**config.mk**
```make
export PLATFORM = sky130hd
export DESIGN_NAME = uop_exec_queue
export DESIGN_NICKNAME = d
export VERILOG_FILES = /design/src/rtl/core_pkg.sv /design/src/rtl/uop_fifo.sv /design/src/rtl/uop_exec_queue.sv
export SDC_FILE = /design/constraint.sdc
export NUM_CORES = 1
export LEC_CHECK = 0
export CAP_MARGIN = 40
export CORE_ASPECT_RATIO = 0.5
export CORE_MARGIN = 3
export CORE_UTILIZATION = 54
export DETAILED_ROUTE_END_ITERATION = 10
export HOLD_SLACK_MARGIN = 0.02
export PLACE_DENSITY = 0.88
export SLEW_MARGIN = 15
export SYNTH_ARGS = -nofsm -noshare
export SYNTH_HDL_FRONTEND = slang
export SYNTH_SLANG_ARGS = --single-unit
```
**constraint.sdc**
```tcl
create_clock -name clk -period 2.9 [get_ports clk]
set_clock_uncertainty 0.05 [all_clocks]
set_input_delay 0.435 -clock clk [delete_from_list [all_inputs] [get_ports clk]]
set_output_delay 0.435 -clock clk [all_outputs]
set_load 0.02 [all_outputs]
```
**src/rtl/core_pkg.sv**
```systemverilog
// Shared micro-op encoding: NOP word, field bit positions, exec FSM encoding.
// Definitions only; no logic.
package core_pkg;
    localparam int OP_W = 20;
    localparam logic [OP_W-1:0] NOP_WORD = 20'b0000_0000_1111_00_000_000;

    localparam int IDX_A_LSB   = 0;
    localparam int IDX_B_LSB   = 3;
    localparam int SEL_LSB     = 6;
    localparam int DEST_LSB    = 8;
    localparam int WIDTH_BIT   = 8;
    localparam int DEST_MID    = 9;
    localparam int DEST_MSB    = 10;
    localparam int REG_N_BIT   = 11;
    localparam int FLAGS_BIT   = 12;
    localparam int MEM_CMD_BIT = 13;
    localparam int MEM_AUX_BIT = 14;
    localparam int CARRY_N_BIT = 15;
    localparam int ALU_LSB     = 16;

    typedef enum logic {EXEC = 1'b0, MEM_WAIT = 1'b1} exec_state_t;

    function automatic logic is_mem_op(input logic [OP_W-1:0] w);
        return w[MEM_CMD_BIT] | w[MEM_AUX_BIT];
    endfunction
endpackage

```
**src/rtl/uop_fifo.sv**
```systemverilog
// Circular entry store with push/pop/flush and occupancy count.
// Latency: pushed entry visible on dout the cycle after push into empty store.
// Backpressure: caller must not push when full nor pop when empty; flush wins over both.
module uop_fifo #(
    parameter int WIDTH = 8,
    parameter int DEPTH = 4
) (
    input  logic                   clk,
    input  logic                   a_rst,
    input  logic                   push,
    input  logic                   pop,
    input  logic                   flush,
    input  logic [WIDTH-1:0]       din,
    output logic [WIDTH-1:0]       dout,
    output logic [$clog2(DEPTH):0] count
);
    localparam int PW = $clog2(DEPTH);

    logic [WIDTH-1:0] mem [DEPTH];
    logic [PW-1:0]    wr_ptr;
    logic [PW-1:0]    rd_ptr;

    // Pointers wrap naturally because DEPTH is a power of two.
    always_ff @(posedge clk or negedge a_rst) begin
        if (!a_rst) begin
            for (int i = 0; i < DEPTH; i++) mem[i] <= '0;
            wr_ptr <= '0;
            rd_ptr <= '0;
            count  <= '0;
        end else if (flush) begin
            wr_ptr <= '0;
            rd_ptr <= '0;
            count  <= '0;
        end else begin
            if (push) begin
                mem[wr_ptr] <= din;
                wr_ptr      <= wr_ptr + 1'b1;
            end
            if (pop) rd_ptr <= rd_ptr + 1'b1;
            if (push && !pop)      count <= count + 1'b1;
            else if (pop && !push) count <= count - 1'b1;
        end
    end

    assign dout = mem[rd_ptr];
endmodule

```
**src/rtl/uop_exec_queue.sv**
```systemverilog
// Micro-op queue with head decode and a memory-wait FSM.
// Latency: op reaches head one cycle after push; non-memory op retires the next edge.
// Backpressure: in_ready from registered count only; stop freezes retire, mem wait holds head.
module uop_exec_queue
    import core_pkg::*;
#(
    parameter int UOP_W  = 20,
    parameter int DATA_W = 16,
    parameter int DEPTH  = 4
) (
    input  logic                   clk,
    input  logic                   a_rst,
    input  logic                   in_valid,
    output logic                   in_ready,
    input  logic [UOP_W-1:0]       in_uop,
    input  logic [DATA_W-1:0]      in_temp_a,
    input  logic [DATA_W-1:0]      in_temp_b,
    input  logic                   in_sched,
    input  logic                   in_main,
    input  logic                   stop,
    input  logic                   flush,
    input  logic                   mem_ack,
    output logic [DATA_W-1:0]      t16,
    output logic [2:0]             idx_a,
    output logic [2:0]             idx_b,
    output logic [2:0]             idx_dest,
    output logic [1:0]             sel_inp,
    output logic [3:0]             alu_f,
    output logic                   carry_mask,
    output logic                   flags_w,
    output logic                   reg_wr,
    output logic                   mar_wr,
    output logic                   mem_rq_data,
    output logic                   mem_rq_width,
    output logic                   mem_rq_cmd,
    output logic                   mem_rq,
    output logic                   sched_main,
    output logic                   head_valid,
    output logic [$clog2(DEPTH):0] count
);
    localparam int CW = $clog2(DEPTH) + 1;
    localparam int EW = UOP_W + DATA_W + 2;

    typedef struct packed {
        logic [UOP_W-1:0]  uop;
        logic [DATA_W-1:0] temp;
        logic              sched;
        logic              main;
    } entry_t;

    entry_t          push_ent;
    entry_t          head_ent;
    logic [EW-1:0]   head_raw;
    logic            push;
    logic            pop;
    logic            en;
    logic            mem_op;
    logic [OP_W-1:0] w;
    exec_state_t     state_q;
    exec_state_t     state_d;
    logic            sched_q;
    logic            unused_bits;

    assign in_ready = (count < CW'(DEPTH)) & ~flush;
    assign push     = in_valid & in_ready;

    always_comb begin
        push_ent       = '0;
        push_ent.uop   = in_uop;
        push_ent.temp  = in_sched ? in_temp_b : in_temp_a;
        push_ent.sched = in_sched;
        push_ent.main  = in_main;
    end

    uop_fifo #(
        .WIDTH (EW),
        .DEPTH (DEPTH)
    ) u_fifo (
        .clk   (clk),
        .a_rst (a_rst),
        .push  (push),
        .pop   (pop),
        .flush (flush),
        .din   (push_ent),
        .dout  (head_raw),
        .count (count)
    );

    assign head_ent   = head_raw;
    assign head_valid = (count != '0);
    // Empty queue decodes as NOP so downstream sees benign controls.
    assign w      = head_valid ? head_ent.uop[OP_W-1:0] : NOP_WORD;
    assign t16    = head_valid ? head_ent.temp : '0;
    assign mem_op = is_mem_op(w);
    assign en     = head_valid & ~stop & (state_q == EXEC);

    assign idx_a        = w[IDX_A_LSB +: 3];
    assign idx_b        = w[IDX_B_LSB +: 3];
    assign sel_inp      = w[SEL_LSB +: 2];
    assign idx_dest     = w[DEST_LSB +: 3];
    assign alu_f        = w[ALU_LSB +: 4];
    assign carry_mask   = ~w[CARRY_N_BIT];
    assign mem_rq_cmd   = w[MEM_CMD_BIT];
    assign reg_wr       = ~w[REG_N_BIT] & en;
    assign flags_w      = w[FLAGS_BIT] & en;
    assign mar_wr       = w[REG_N_BIT] & ~w[DEST_MSB] & ~w[DEST_MID] & en;
    assign mem_rq_data  = mar_wr;
    assign mem_rq_width = mar_wr & w[WIDTH_BIT];
    assign mem_rq       = mem_op & en;

    // Acknowledge completes the wait even under stop; flush abandons it.
    always_comb begin
        state_d = state_q;
        pop     = 1'b0;
        if (flush) begin
            state_d = EXEC;
        end else begin
            case (state_q)
                EXEC: begin
                    if (en) begin
                        if (mem_op) state_d = MEM_WAIT;
                        else        pop     = 1'b1;
                    end
                end
                MEM_WAIT: begin
                    if (mem_ack) begin
                        pop     = 1'b1;
                        state_d = EXEC;
                    end
                end
            endcase
        end
    end

    always_ff @(posedge clk or negedge a_rst) begin
        if (!a_rst) begin
            state_q    <= EXEC;
            sched_q    <= 1'b0;
            sched_main <= 1'b0;
        end else begin
            state_q <= state_d;
            if (pop) begin
                sched_q    <= head_ent.sched;
                sched_main <= head_ent.main;
            end
        end
    end

    assign unused_bits = ^{sched_q, head_ent.uop};
endmodule

```
==> flow_summary.json, run 1 <==
{
  "yosysSeqAreaShare": 0.546,
  "synth_cell_types": 31,
  "wire_per_inst_um": 18.7,
  "ir_worst_vdd_mv": 0.524,
  "synth-compound-area-share": 0.0553,
  "p_comb_frac": 0.410,
  "die_y_um": 87.6,
  "n_fill_cell": 926,
  "dp_hpwl_um": 9900,
  "cts_sinks": 157,
  "min_period_over_period": 0.972,
  "finalSetupViolations": 0,
  "hold_viol": 0,
  "synth_nets": 617,
  "ioPinCount": 105,
  "outcome": "finished, final reports clean",
  "p_switching_w": 0.00341,
  "ant_nets": 0,
  "insertion_delay_ns": 0.41,
  "start_util": 0.560,
  "cp.required_ns": 2.41,
  "synthMuxAreaShare": 0.274,
  "leakage_nw": 3.98,
  "switching_share": 0.337,
  "grt_max_degree": 72,
  "synth_xor_area_frac": 0.00365,
  "cts_tree": "built",
  "yosys.area_share.simple": 0.0838,
  "core_region_area_um2": 12800,
  "seq_power_share": 0.374,
  "p_int_w": 0.00669,
  "nets": 726,
  "die_area_um2": 14800,
  "post_cts_buffers": 0,
  "hp-class": "register to register",
  "fp-row-count": 29,
  "criticalPathCategory": "register to output pin",
  "final-max-slew-violation-count": 0,
  "cp-startpoint": "u_fifo.count[2]",
  "drt_pre_antenna_iters": 4,
  "first_global_vias": 5185,
  "grt_first_pass_wirelength_um": 26100,
  "diodes": 0,
  "setup_slack_ns": 0.0810,
  "timing.final.crit_period_ns": 2.82,
  "reg2reg_from": "u_fifo.rd_ptr[0]",
  "syn_inst": 552,
  "fin_tns_setup_ns": 0,
  "cts.clk_slew.worst_paths_ns": 0.07,
  "antenna_found_initial": 0,
  "synth_top_family_by_area": "multiplexers",
  "io_buffer_count": 104,
  "clock_path_buffers": 2,
  "fin_cells": 844,
  "worst_slew_pin_slew_ns": 0.651,
  "layout-drive-gt1-share": 0.291,
  "die_x_um": 169,
  "synth_area_um2": 7200,
  "num_vias": 4743,
  "place.gp.congestion": 0.747,
  "clkPwrFrac": 0.216,
  "avgSynthCellArea_um2": 13.0,
  "drt_wl_total_um": 15800,
  "htree_levels": 4,
  "drc_errors": 0,
  "hold_slack_ns": 0.453,
  "powerDensity_nw_per_um2": 1100,
  "area_delta_synth_final_pct": 27.4,
  "place_inst": 810,
  "cp.arrival_ns": 2.33,
  "fin_util": 0.714,
  "ctsRootBufferMaster": "clkbuf_16",
  "via_per_inst": 5.62,
  "max_cap_violations": 0,
  "drtIter0Drc": 340,
  "ys_seq_elements": 157,
  "track_usage": 0.228,
  "max_freq_mhz": 355,
  "startpoint_type": "register",
  "hold_start": "u_fifo.mem[69]",
  "cts_buffers": 17,
  "critical_path.max_fanout": 17,
  "rsz0062_at_grt": "no",
  "yosys_warnings": 0,
  "grt_overflow_total": 0,
  "synthAdderAreaFrac": 0.00974,
  "place_worst_setup_slack_ns": 0.0297,
  "relSlewSlack": 0.566,
  "end_kind": "output pin"
}
==> cells in the final DEF (no fill, tap or decap), drive strengths merged, types with 5 or more instances in the layout <==
cell and instances:
dfrtp 157, mux2 87, and2 34, buf 25
nor2 77, nor2b 5, mux2i 16, clkdlybuf4s50 74
mux4 37, a21oi 66, inv 16, clkbuf 21
dlygate4sd2 23
==> cell families after synthesis <==
group | Yosys count
buffers and inverters | 47
and+or+nand+nor | 128
AOI/OAI and AO/OA | 72
xor gates and xnor gates | 3
DFF | 157
muxes | 140
adders and majority gates | 5
==> stage by stage <==
stage | instance area, um2 | power [W]
finish | 9170 | 0.0101
global route | 9170 | 0.0107
CTS | 9150 | 0.0101
detailed placement | 8590 | 0.00807
global placement | 8590 | 0.00786
floorplan | 7200 | 0.00644
==> metal layers <==
layer	wire length, um	GRT usage	vias to the layer above
li1	-	-	2159
met1	6880	0.289	2448
met2	8180	0.409	115
met3	576	0.0379	21
met4	177	0.0749	0
met5	0	0	-
==> power by group through the flow <==
stage               Sequential, W  Clock [W]  Combinational (W)
floorplan                 0.00362          0            0.00282
global placement          0.00370          0            0.00416
detailed placement        0.00379          0            0.00428
CTS                       0.00377    0.00221            0.00416
global route              0.00389    0.00232            0.00450
finish                    0.00378    0.00218            0.00414
==> area by class of cell <==
| type | count | area (um2) | area share |
|---|---|---|---|
| clock buffers | 17 | 425 | 0.0464 |
| clock inverters | 15 | 150 | 0.0164 |
| inverters | 7 | 26.3 | 0.00287 |
| multi-input cells | 348 | 3080 | 0.336 |
| flip-flops and latches | 157 | 3930 | 0.429 |
| well taps | 170 | 213 | 0.0232 |
| repair buffers | 130 | 1340 | 0.146 |
==> cells in the mapped netlist <==
cell type | number | area share
dfrtp_1 | 157 | 0.55
mux2_2 | 85 | 0.13
nor2_1 | 77 | 0.040
a21oi_1 | 66 | 0.046
mux4_2 | 37 | 0.12
and2_1 | 34 | 0.030
clkbuf_1 | 21 | 0.011
mux2i_1 | 16 | 0.022
buf_1 | 9 | 0.0047
buf_2 | 8 | 0.0056
inv_1 | 7 | 0.0037
nor2b_1 | 5 | 0.0043
ha_1 | 4 | 0.0070
or2_2 | 4 | 0.0035
nand2_1 | 3 | 0.0016
mux2_1 | 2 | 0.0031
nand2b_1 | 2 | 0.0017
xnor2_1 | 2 | 0.0024
a31o_2 | 1 | 0.0012
buf_4 | 1 | 0.0010
buf_6 | 1 | 0.0016
fa_1 | 1 | 0.0028
nor3_1 | 1 | 0.00069
nor3b_1 | 1 | 0.0010
nor4b_1 | 1 | 0.0012
o211ai_1 | 1 | 0.0010
o22ai_1 | 1 | 0.00087
o311a_1 | 1 | 0.0014
o31ai_1 | 1 | 0.0010
o41ai_4 | 1 | 0.0038
xor2_1 | 1 | 0.0012
==> state kept, by name, indices dropped and copies added, names as in the netlist <==
name	cells
state_q	1
sched_main	1
u_fifo.mem	148
u_fifo.wr_ptr	2
u_fifo.count	3
u_fifo.rd_ptr	2
==> worst max-delay path, stage by stage, from the launching register on <==
cell and delay, ns:
dfrtp_1 0.50, nor3_1 0.08, buf_4 0.16, inv_1 0.13, buf_4 0.24, and2_1 0.19
clkdlybuf4s50_1 0.61
==> worst paths after layout <==
path                                    to  slack, ns  depth (start not counted)
setup / recovery                  idx_a[1]       0.08                          6
hold / removal              u_fifo.mem[69]       0.45                          1
setup reg to reg           u_fifo.count[1]       0.26                          7
hold reg to reg             u_fifo.mem[69]       0.45                          1
max in group asynchronous  u_fifo.mem[134]       1.48                          3
min in group asynchronous   u_fifo.mem[67]       0.54                          2
==> timing repair <==
action                                 in CTS  in global routing
pin swaps                                   0                  0
setup endpoints to repair                  26                  6
hold buffers                                1                  0
gates cloned                                0                  1
resized for setup                          27                  9
endpoints found under the hold margin      69                  0
Note: power is estimated with default switching activity, not from simulation.
==> inputs of run 2 (changes only) <==
--- a/config.mk
+++ b/config.mk
@@ -8,10 +8,11 @@
 export CAP_MARGIN = 40
 export CORE_ASPECT_RATIO = 0.5
 export CORE_MARGIN = 3
-export CORE_UTILIZATION = 54
+export CORE_UTILIZATION = 63
 export DETAILED_ROUTE_END_ITERATION = 10
+export DONT_BUFFER_PORTS = 1
 export HOLD_SLACK_MARGIN = 0.02
-export PLACE_DENSITY = 0.88
+export PLACE_DENSITY = 0.84
 export SLEW_MARGIN = 15
 export SYNTH_ARGS = -nofsm -noshare
 export SYNTH_HDL_FRONTEND = slang
==> run 2 against run 1 <==
- the run now ends with negative hold slack left
- maximum frequency is 2.0% higher
- die area fell by 14%
- cell area fell by 12%
- core utilization increased by 4.7 points
- routed wire length decreased by 6.6%
- power decreased by 5.1%
- critical path depth down 2
- critical path type unchanged
- sequential share of layout area rose by 5.6 points
- largest power group is now registers
- highest routed layer unchanged
==> flow_summary.json, run 2 (same netlist as run 1, synthesis figures left out) <==
{
  "violations": "negative hold slack",
  "critPathBufInv": 0,
  "timing.rr.end": "u_fifo.count[1]",
  "area_delta_synth_final_pct": 12.7,
  "drtIter0Drc": 399,
  "outcome": "finished, violations left",
  "cts_hold_buffers": 1,
  "die_y_um": 81.6,
  "cp.required_ns": 2.41,
  "use_met2": 0.425,
  "io_buffer_count": 0,
  "diodes": 0,
  "fin_tns_setup_ns": 0,
  "powerDensity_nw_per_um2": 1180,
  "worst_slew_pin_slew_ns": 0.501,
  "num_vias": 4321,
  "die_area_um2": 12800,
  "nets": 622,
  "startpoint_type": "register",
  "max_cap_violations": 0,
  "end_kind": "output pin",
  "die_x_um": 157,
  "worstRegToRegCells": 7,
  "hold_viol": 157,
  "reg2reg_slack_ns": 0.27,
  "path_depth": 4,
  "start_util": 0.674,
  "htree_levels": 4,
  "cp.arrival_ns": 2.28,
  "fp-row-count": 26,
  "drc_errors": 0,
  "mostFrequentLayoutCell": "dfrtp_1",
  "power_w": 0.00958,
  "cp-startpoint": "u_fifo.rd_ptr[1]",
  "layout-drive-gt1-share": 0.339,
  "grt_overflow_total": 0,
  "finalSetupViolations": 0,
  "largest_reg_flops": 148,
  "ir_worst_vdd_mv": 0.526,
  "ioPinCount": 105,
  "drt_wl_total_um": 14800,
  "path_delay_family": "simple AND/OR/NAND/NOR gates",
  "wire_per_inst_um": 20.8,
  "grt_busiest_layer": "met2",
  "core_region_area_um2": 10700,
  "place_worst_setup_slack_ns": 0.356,
  "track_usage": 0.246,
  "via_per_inst": 6.09,
  "rsz0062_at_grt": "no",
  "ant_nets": 0,
  "antenna_found_initial": 0,
  "hold_slack_ns": -0.356,
  "layout_common_cells": "155 x dfrtp_1, 85 x mux2_2, 77 x nor2_1, 66 x a21oi_1, 37 x mux4_2",
  "relSlewSlack": 0.656,
  "first_global_vias": 4640,
  "timing.final.crit_period_ns": 2.76,
  "cts.clk_slew.worst_paths_ns": 0.06,
  "criticalPathCategory": "register to output pin",
  "max_freq_mhz": 362,
  "critical_path.max_fanout": 14,
  "grtUsageMet1": 0.315,
  "ctsRootBufferMaster": "clkbuf_16",
  "grt_use_met3": 0.0553,
  "place.gp.congestion": 0.744,
  "grt_first_pass_wirelength_um": 23900,
  "slowest_delay_ns": 0.59,
  "drt_pre_antenna_iters": 4,
  "insertion_delay_ns": 0.43,
  "cts_tree": "built",
  "min_period_over_period": 0.953,
  "path_cells": "mux4_2 > or2_2 > nor4b_2 > and2_1",
  "slowest_stage": "dfrtp_4",
  "reg_top3": "u_fifo.mem x148, u_fifo.count x3",
  "cts_sinks": 157,
  "final-max-slew-violation-count": 0,
  "setup_slack_ns": 0.136,
  "leakage_nw": 3.50,
  "endpoint": "mem_rq_width",
  "reg2reg_from": "u_fifo.rd_ptr[0]",
  "hp-class": "primary input to asynchronous set/reset pin",
  "top_register": "u_fifo.mem",
  "grt_max_degree": 158,
  "clock_path_buffers": 2,
  "dp_hpwl_um": 9320,
  "cts_buffers": 17
}
==> run 2: cell count changes in the layout (fill, tap and decap cells not counted), sizes merged <==
cell / previous run / this run
clkinv: 2 / 3
bufinv: 1 / 4
clkbuf: 21 / 17
inv: 16 / 13
dlygate4sd2: 23 / 0
dlymetal6s2s: 3 / 0
clkdlybuf4s50: 74 / 0
clkinvlp: 3 / 2
==> run 2: final cells by class <==
class | instances | area, um2
clock buffer | 17 | 425
clock inverter | 15 | 209
fill | 656 | 2560
inverter | 7 | 26.3
multi-input combinational | 348 | 3090
sequential | 157 | 3930
tap | 140 | 175
timing repair buffer | 26 | 251
==> run 2: worst min-delay path by stage <==
stage,from,endpoint,slack (ns)
floorplan,a_rst,sched_main,0.09
global placement,a_rst,u_fifo.mem[82],0.09
detailed placement,a_rst,u_fifo.mem[42],0.09
CTS,a_rst,u_fifo.mem[119],-0.36
global route,a_rst,u_fifo.mem[80],-0.36
finish,a_rst,u_fifo.mem[80],-0.36
==> run 2: timing repair <==
item / CTS / global route
pin swaps: 0 / 0
setup buffers: 0 / 1
endpoints found under the setup margin: 27 / 3
hold endpoints to repair: 160 / 157
gates resized for setup: 2 / 2
==> run 2: metrics by stage <==
stage          utilization  std cells  area (um2)  hold WS [ns]
6_report             0.760        710        8110        -0.356
5_1_grt              0.760        710        8110        -0.365
4_1_cts              0.759        709        8100        -0.359
3_5_place_dp         0.698        676        7440        0.0938
3_3_place_gp         0.698        676        7440        0.0948
2_1_floorplan            -        552        7200        0.0894
==> run 2: per-layer routing <==
metal / vias up / part of all wire
met5: - / 0
met4: 0 / 0.012
li1: 1959 / -
met3: 18 / 0.045
met1: 2232 / 0.44
met2: 112 / 0.50
==> run 2: where the power goes <==
part           switching, W  internal, W  leakage [nW]  total (W)
registers          0.000574      0.00322          1.93    0.00379
logic               0.00168      0.00170          1.26    0.00337
clock network      0.000952      0.00146         0.307    0.00241
total               0.00320      0.00637          3.50    0.00958
==> inputs of run 3 (changes only) <==
--- a/config.mk
+++ b/config.mk
@@ -13,6 +13,7 @@
 export DONT_BUFFER_PORTS = 1
 export HOLD_SLACK_MARGIN = 0.02
 export PLACE_DENSITY = 0.84
+export SKIP_CTS_REPAIR_TIMING = 1
 export SLEW_MARGIN = 15
 export SYNTH_ARGS = -nofsm -noshare
 export SYNTH_HDL_FRONTEND = slang
==> run 3 against run 2 <==
- the flow still finishes with violations (negative hold slack)
- sequential power hardly changed
- largest cell class unchanged
- critical path depth stayed put
- global-route usage is 0.095 points lower
- register-to-register slack hardly changed
- hold slack better by 0.0064 ns
- clock power hardly changed
- clock-buffer cell count stayed put
- die area stayed put
- setup slack better by 0.0030 ns
- sequential share of layout area stayed put
- via count is 0.62% higher
- final cell count stayed put
==> flow_summary.json, run 3 (same netlist as run 1, synthesis figures left out) <==
{
  "wire_per_inst_um": 20.8,
  "ctsRootBufferMaster": "clkbuf_16",
  "insertion_delay_ns": 0.42,
  "end_kind": "output pin",
  "cts_sinks": 157,
  "dp_hpwl_um": 9320,
  "p_int_w": 0.00637,
  "place.gp.congestion": 0.744,
  "clock_path_buffers": 2,
  "path_cells": "mux4_2 > or2_2 > nor4b_2 > and2_1",
  "dpl-instance-area_um2": 7440,
  "p_switching_w": 0.00320,
  "largest_reg_flops": 148,
  "io_buffer_count": 0,
  "die_x_um": 157,
  "ant_nets": 0,
  "seq_power_share": 0.396,
  "critPathBufInv": 0,
  "grt_max_degree": 158,
  "area_delta_synth_final_pct": 12.7,
  "p_comb_frac": 0.352,
  "relSlewSlack": 0.665,
  "final-max-slew-violation-count": 0,
  "n_fill_cell": 656,
  "clkPwrFrac": 0.252,
  "path_delay_family": "simple AND/OR/NAND/NOR gates",
  "antenna_found_initial": 0,
  "grt_first_pass_wirelength_um": 23800,
  "layout-drive-gt1-share": 0.339,
  "ioPinCount": 105,
  "start_util": 0.674,
  "via_per_inst": 6.12,
  "stdcell_area_um2": 8110,
  "nets": 622,
  "fp-row-count": 26,
  "cts.clk_slew.worst_paths_ns": 0.06,
  "cp.arrival_ns": 2.28,
  "power_w": 0.00957,
  "cts_tree": "built",
  "slowest_delay_ns": 0.59,
  "core_region_area_um2": 10700,
  "cp.required_ns": 2.41,
  "rsz0062_at_grt": "no",
  "grt_overflow_total": 0,
  "cts_buffers": 17,
  "max_freq_mhz": 362,
  "htree_levels": 4,
  "slowest_stage": "dfrtp_4",
  "outcome": "finished, violations left",
  "startpoint_type": "register",
  "hold_viol": 157,
  "drtIter0Drc": 355,
  "hold_slack_ns": -0.350,
  "top_register": "u_fifo.mem",
  "num_vias": 4348,
  "violations": "negative hold slack",
  "layout_common_cells": "155 x dfrtp_1, 85 x mux2_2, 77 x nor2_1, 66 x a21oi_1, 37 x mux4_2",
  "hp-class": "primary input to asynchronous set/reset pin",
  "max_cap_violations": 0,
  "switching_share": 0.334,
  "timing.final.crit_period_ns": 2.76,
  "worst_slew_pin_slew_ns": 0.488,
  "die_area_um2": 12800,
  "mostFrequentLayoutCell": "dfrtp_1",
  "reg_top3": "u_fifo.mem x148, u_fifo.count x3",
  "die_y_um": 81.6,
  "powerDensity_nw_per_um2": 1180,
  "drc_errors": 0,
  "critical_path.max_fanout": 14,
  "drt_wl_total_um": 14700,
  "min_period_over_period": 0.952,
  "fin_tns_setup_ns": 0,
  "criticalPathCategory": "register to output pin",
  "first_global_vias": 4628,
  "reg2reg_slack_ns": 0.28,
  "ir_worst_vdd_mv": 0.526,
  "track_usage": 0.245,
  "leakage_nw": 3.50,
  "diodes": 0,
  "drt_pre_antenna_iters": 4,
  "finalSetupViolations": 0
}
run 3: final cells by class:
type | count | area [um2] | area share
Clock buffer | 17 | 425 | 0.0524
Clock inverter | 15 | 209 | 0.0258
Inverter | 7 | 26.3 | 0.00324
Multi-Input combinational cell | 348 | 3090 | 0.381
Sequential cell | 157 | 3930 | 0.485
Tap cell | 140 | 175 | 0.0216
Timing Repair Buffer | 26 | 251 | 0.0310
run 3: metal layers:
metal	global-route usage	up-vias	wire length, um
met5	0	-	0
met4	0.0753	0	173
met3	0.0616	22	754
met2	0.424	123	7340
met1	0.314	2241	6470
li1	-	1962	-
run 3: metrics by stage:
stage | std cells | util | setup slack, ns
CTS | 708 | 0.757 | -0.137
floorplan | 552 | - | 0.144
global route | 710 | 0.760 | 0.0550
finish | 710 | 0.760 | 0.139
detailed placement | 676 | 0.698 | 0.356
global placement | 676 | 0.698 | 0.406
run 3: power groups by stage:
stage | clock network, W | logic, W | registers, W
2_1_floorplan | 0 | 0.00282 | 0.00362
3_3_place_gp | 0 | 0.00324 | 0.00375
3_5_place_dp | 0 | 0.00334 | 0.00382
4_1_cts | 0.00243 | 0.00338 | 0.00379
5_1_grt | 0.00253 | 0.00368 | 0.00391
6_report | 0.00241 | 0.00337 | 0.00379
run 3: path summary, 6_finish.rpt:
check | endpoint | cells after the start | startpoint
worst min register to register | u_fifo.mem[38] | 1 | u_fifo.mem[38]
min in group clk | u_fifo.wr_ptr[1] | 1 | flush
worst max register to register | u_fifo.count[1] | 7 | u_fifo.rd_ptr[0]
worst min-delay path | u_fifo.mem[80] | 0 | a_rst
worst max-delay path | mem_rq_width | 4 | u_fifo.rd_ptr[1]
max in group asynchronous | u_fifo.rd_ptr[1] | 0 | a_rst
run 3: worst register-to-register path, delay by kind of cell, from the launching register on:
kind | cells | cell delay [ns]
DFF | 1 | 0.40
muxes | 2 | 0.89
buffers and inverters | 1 | 0.18
AOI/OAI and AO/OA | 1 | 0.38
and+or+nand+nor | 2 | 0.13
adders and majority gates | 1 | 0.48
